File: src/rtl/data_mem_port.sv
// Word/byte load-store responder: 16-bit big-endian word over two byte beats, byte access in one beat.
// Holds stall until the access completes; each beat waits on bus_ack and aborts after TIMEOUT cycles.
module data_mem_port #(
  parameter int ADDR_W  = 16,
  parameter int TIMEOUT = 15
) (
  input  logic              clk,
  input  logic              rst_n,
  input  logic              mem_read,
  input  logic              mem_write,
  input  logic              store_byte,
  input  logic              zero_extend,
  input  logic [ADDR_W-1:0] addr,
  input  logic [15:0]       wdata,
  output logic [15:0]       rdata,
  output logic              stall,
  output logic              done,
  output logic              err,
  output logic              bus_req,
  output logic              bus_we,
  output logic [ADDR_W-1:0] bus_addr,
  output logic [7:0]        bus_wdata,
  input  logic [7:0]        bus_rdata,
  input  logic              bus_ack
);

  typedef enum logic [1:0] {IDLE, BEAT0, BEAT1, RESP} state_t;

  localparam logic [7:0]        TO_LAST = 8'(TIMEOUT - 1);
  localparam logic [ADDR_W-1:0] ONE     = {{(ADDR_W-1){1'b0}}, 1'b1};

  state_t            state_q, state_d;
  logic [7:0]        cnt_q, cnt_d;
  logic              word_q, word_d;
  logic              write_q, write_d;
  logic              err_q, err_d;
  logic [7:0]        hi_q, hi_d;
  logic [7:0]        lo_q, lo_d;
  logic [15:0]       rdata_q, rdata_d;
  logic              bus_req_q, bus_req_d;
  logic              bus_we_q, bus_we_d;
  logic [ADDR_W-1:0] bus_addr_q, bus_addr_d;
  logic [7:0]        bus_wdata_q, bus_wdata_d;
  logic              timeout_hit;

  always_ff @(posedge clk or negedge rst_n) begin
    if (!rst_n) begin
      state_q     <= IDLE;
      cnt_q       <= 8'h00;
      word_q      <= 1'b0;
      write_q     <= 1'b0;
      err_q       <= 1'b0;
      hi_q        <= 8'h00;
      lo_q        <= 8'h00;
      rdata_q     <= 16'h0000;
      bus_req_q   <= 1'b0;
      bus_we_q    <= 1'b0;
      bus_addr_q  <= '0;
      bus_wdata_q <= 8'h00;
    end else begin
      state_q     <= state_d;
      cnt_q       <= cnt_d;
      word_q      <= word_d;
      write_q     <= write_d;
      err_q       <= err_d;
      hi_q        <= hi_d;
      lo_q        <= lo_d;
      rdata_q     <= rdata_d;
      bus_req_q   <= bus_req_d;
      bus_we_q    <= bus_we_d;
      bus_addr_q  <= bus_addr_d;
      bus_wdata_q <= bus_wdata_d;
    end
  end

  // Ack takes priority over the timeout on the same edge.
  assign timeout_hit = (cnt_q == TO_LAST);

  always_comb begin
    state_d     = state_q;
    cnt_d       = cnt_q;
    word_d      = word_q;
    write_d     = write_q;
    err_d       = 1'b0;
    hi_d        = hi_q;
    lo_d        = lo_q;
    rdata_d     = rdata_q;
    bus_req_d   = bus_req_q;
    bus_we_d    = bus_we_q;
    bus_addr_d  = bus_addr_q;
    bus_wdata_d = bus_wdata_q;

    case (state_q)
      IDLE: begin
        if (mem_read && mem_write) begin
          err_d   = 1'b1;
          state_d = RESP;
        end else if (mem_read || mem_write) begin
          state_d     = BEAT0;
          word_d      = mem_read ? !zero_extend : !store_byte;
          write_d     = mem_write;
          lo_d        = wdata[7:0];
          cnt_d       = 8'h00;
          bus_req_d   = 1'b1;
          bus_we_d    = mem_write;
          bus_addr_d  = addr;
          bus_wdata_d = (mem_write && store_byte) ? wdata[7:0] : wdata[15:8];
        end
      end
      BEAT0: begin
        if (bus_ack) begin
          cnt_d = 8'h00;
          if (word_q) begin
            hi_d        = bus_rdata;
            state_d     = BEAT1;
            bus_addr_d  = bus_addr_q + ONE;
            bus_wdata_d = lo_q;
          end else begin
            if (!write_q) rdata_d = {8'h00, bus_rdata};
            state_d   = RESP;
            bus_req_d = 1'b0;
            bus_we_d  = 1'b0;
          end
        end else if (timeout_hit) begin
          err_d     = 1'b1;
          state_d   = RESP;
          bus_req_d = 1'b0;
          bus_we_d  = 1'b0;
        end else begin
          cnt_d = cnt_q + 8'h01;
        end
      end
      BEAT1: begin
        if (bus_ack) begin
          if (!write_q) rdata_d = {hi_q, bus_rdata};
          state_d   = RESP;
          bus_req_d = 1'b0;
          bus_we_d  = 1'b0;
        end else if (timeout_hit) begin
          err_d     = 1'b1;
          state_d   = RESP;
          bus_req_d = 1'b0;
          bus_we_d  = 1'b0;
        end else begin
          cnt_d = cnt_q + 8'h01;
        end
      end
      RESP: begin
        state_d = IDLE;
      end
      default: state_d = IDLE;
    endcase
  end

  assign stall     = ((state_q == IDLE) && (mem_read || mem_write)) ||
                     (state_q == BEAT0) || (state_q == BEAT1);
  assign done      = (state_q == RESP);
  assign err       = err_q;
  assign rdata     = rdata_q;
  assign bus_req   = bus_req_q;
  assign bus_we    = bus_we_q;
  assign bus_addr  = bus_addr_q;
  assign bus_wdata = bus_wdata_q;

endmodule

File: config.mk
export PLATFORM = sky130hd
export DESIGN_NAME = data_mem_port
export DESIGN_NICKNAME = d
export VERILOG_FILES = /design/src/rtl/data_mem_port.sv
export SDC_FILE = /design/constraint.sdc
export NUM_CORES = 1
export LEC_CHECK = 0
export ABC_AREA = 1
export BUFFER_PORTS_ARGS = -buffer_cell sky130_fd_sc_hd__buf_2
export CAP_MARGIN = 25
export CORE_AREA = 8 8 95 97
export CTS_CLUSTER_SIZE = 16
export DETAILED_ROUTE_END_ITERATION = 12
export DIE_AREA = 0 0 103 105
export GPL_ROUTABILITY_DRIVEN = 1
export HOLD_SLACK_MARGIN = 0.08
export PLACE_DENSITY = 0.78
export RECOVER_POWER = 50
export REMOVE_ABC_BUFFERS = 1
export SETUP_SLACK_MARGIN = 0.1
export SYNTH_ARGS = -nofsm -noshare
export SYNTH_HDL_FRONTEND = slang
export SYNTH_SLANG_ARGS = --single-unit
File: constraint.sdc
create_clock -name clk -period 1.9 [get_ports clk]
set_input_delay 0.19 -clock clk [delete_from_list [all_inputs] [get_ports clk]]
set_output_delay 0.19 -clock clk [all_outputs]
set_load 0.05 [all_outputs]
==> metrics.txt <==
status complete, no violations; Post-DRT Antenna Nets 0; Gate power share 0.561; worst setup path category flop to output pin; f_max 576 MHz; Synth async-reset ratio 1.00; # diodes 0; synthesis-stage register bit count 71; Die X 103 µm; Die ar. 0.0108 mm²; Seq pwr share 0.294; Power Total 9.25 mW; final setup vio count 0; CP required 1.71 ns; reg2reg setup slack 0.27 ns; first-pass GRT wire length 16600 µm; sw frac 0.530; top post-synthesis cells by area dfrtp_1 45%, nand2_1 17%, nor2_1 6.2%; Static Leak 2.47 nW; area growth from synthesis to layout 22.9%; crit-path cells inv_2 -> ha_2 -> nor2_2 -> o21ai_2 -> buf_6; NetSw 4.90 mW; Most used DFF post-synth dfrtp_1; largest net degree at the start of global routing 38; hold path cells 3; FILL cells 704; worst vdd ir 1.01 mV; Hold EP hi_q[3]$_DFFE_PN0P_; startpoint class of the critical path flop; vias per inst 5.13; sequential cell area 0.00178 mm²; post-route cell area 0.00483 mm²; Core Area 0.00753 mm²; clk slew on worst S/H paths 0.08 ns; dpl ws 0.0668 ns; number of synthesized flops with an enable pin 0; P per Cell Area 1920 mW/mm²; Ports 92; Clock Power Share 0.144; final WL 9690 µm; share of the synthesized area in the top cell type 0.452; Placed Area 0.00450 mm²; CTS tree done; crit path DAT 1.55 ns; initial antenna violation count 0; Die Span Y 105 µm; H-tree Lvls 3; Mapped Cells 515; yosys warns 0; fin cells 723; Mean Syn Cell Area 7.63 µm²; root buf cell clkbuf_8; Hold WC Path Type primary input to flop; final hold violation count 0; cell area after synthesis 0.00393 mm²; clock buffer depth 2; GP Congestion 0.901; Yosys cell types 39; internal power 4.35 mW; # port buffers 91; total number of vias 3706; clock skew 0.00901 ns; fin crit share 0.914; Placed Cells incl. Taps 699; vias in the first global route 3662; largest stage delay on the critical path 0.45 ns; slew margin rel. 0.376; area of the multi-input gates 0.00190 mm²; Slew Viols, Final 0; First DRT Iteration DRCs 149; dpl hpwl 7040 µm; Worst R2R Start state_q[1]$_DFFE_PN0P_; reg2reg path depth 9; sequential-to-total area share from yosys stat 0.452; fin nets 675; critical path's slowest cell dfrtp_2; Max Cap Viol 0; Clock Sinks 71; CTS Buf Count 9; Post-route DRC 0; Worst Path Max Fanout 6; GRT Residual Overflow 0; setup slack after layout 0.164 ns; total track usage 0.189; WHS 0.0999 ns; Core Rows 32; Initial Util 0.522; Setup crit end kind output pin; Worst-Skew Late Latency 0.35 ns; drt pass-1 iters 4; Least-Margin Pin Slew 0.935 ns; layout cell share with drive strength beyond 1 0.203; RSZ-0062 raised after global routing yes; DR WL/cell 13.4 µm; Yosys top cell by area dfrtp_1; Post-CTS Setup Inserts 0; R2R Path End bus_addr[8]$_DFFE_PN0P_; HP Start bus_rdata[3]; post-route minimum period 1.74 ns
power groups by stage:
stage	sequential (mW)	combinational, mW	clock [mW]
6_report	2.72	5.19	1.33
5_1_grt	2.80	5.70	1.43
4_1_cts	2.70	5.22	1.37
3_5_place_dp	2.71	5.11	0
3_3_place_gp	2.68	4.99	0
2_1_floorplan	4.07	2.32	0
cell families (layout without fill, tap and decap cells):
kind of cell               after synthesis  in the layout  synth area share
AOI/OAI and AO/OA                       80             80             0.123
xor gates and xnor gates                 6              6            0.0134
adders and majority gates               11             11            0.0350
buffers and inverters                   64            170            0.0758
DFF                                     71             71             0.452
and+or+nand+nor                        283            283             0.301
final cells by class:
cell class                      instances  area share
Inverter                               46      0.0368
Tap cell                              102      0.0264
Clock inverter                          6      0.0194
Multi-Input combinational cell        380       0.392
Clock buffer                            9      0.0256
Sequential cell                        71       0.368
Timing Repair Buffer                  109       0.131
placed cells by master (no fill, tap or decap), types with 5 or more instances in the layout:
cell type	instances
nand2_1	173
dfrtp_1	70
buf_2	67
nor2_1	64
o21ai_0	40
inv_1	39
nand3_1	26
clkbuf_1	22
a21oi_1	14
o21ai_1	9
clkbuf_8	9
dlygate4sd3_1	9
ha_1	8
o211ai_2	7
nand4_1	6
inv_2	5
xor2_1	5
buf_4	5
layer usage:
layer	track usage	wire (µm)	vias to the layer above
met2	0.307	4640	116
met5	0	0	-
met4	0.0817	176	0
li1	-	-	1845
met1	0.234	4200	1728
met3	0.0398	667	17
Yosys cell counts, types with 2 or more instances:
cell type and number:
buf_6 3, o211ai_2 7, nand3_1 26, inv_1 41, dfrtp_1 71, nand3_2 2, clkbuf_1 5, buf_2 7
o21ai_0 41, o211ai_1 2, nor2_4 2, inv_2 3, ha_1 11, nor2_2 2, nor2_1 65, nand4_1 6
xor2_1 5, a21oi_1 14, o21ai_1 9, nand2_1 174
through the flow:
stage / util / TNS, ns
floorplan: - / -13.43
CTS: 0.642 / 0
global placement: 0.598 / 0
detailed placement: 0.598 / 0
finish: 0.642 / 0
global route: 0.642 / 0
worst max-delay path, delay by kind of cell (launching register included):
family | cells | cell delay [ns]
compound gates | 1 | 0.09
fa+ha+maj | 1 | 0.27
buf+inv | 2 | 0.31
flops | 1 | 0.45
simple gates | 1 | 0.08
how the worst max path moves through the flow:
stage	start	endpoint	slack [ns]	cells after the start
after floorplan	state_q[1]$_DFFE_PN0P_	bus_addr[10]$_DFFE_PN0P_	-0.44	9
after global routing	state_q[0]$_DFFE_PN0P_	stall	0.09	5
after detailed placement	state_q[1]$_DFFE_PN0P_	bus_addr[8]$_DFFE_PN0P_	0.07	9
after CTS	state_q[0]$_DFFE_PN0P_	stall	0.14	5
after global placement	state_q[1]$_DFFE_PN0P_	bus_addr[4]$_DFFE_PN0P_	0.17	8
final	state_q[0]$_DFFE_PN0P_	stall	0.16	5
sequential cells by signal, summed over array words and instances, names as in the netlist:
name,count
bus_req,1
word_q,1
lo_q,8
state_q,2
err,1
write_q,1
bus_addr,16
rdata,16
cnt_q,8
bus_wdata,8
bus_we,1
hi_q,8
repair_timing:
item,in CTS,in global routing
hold buffers,9,0
endpoints found under the hold margin,42,0
endpoints found under the setup margin,15,8
resized for setup,11,5
(Power assumes the default switching activity.)
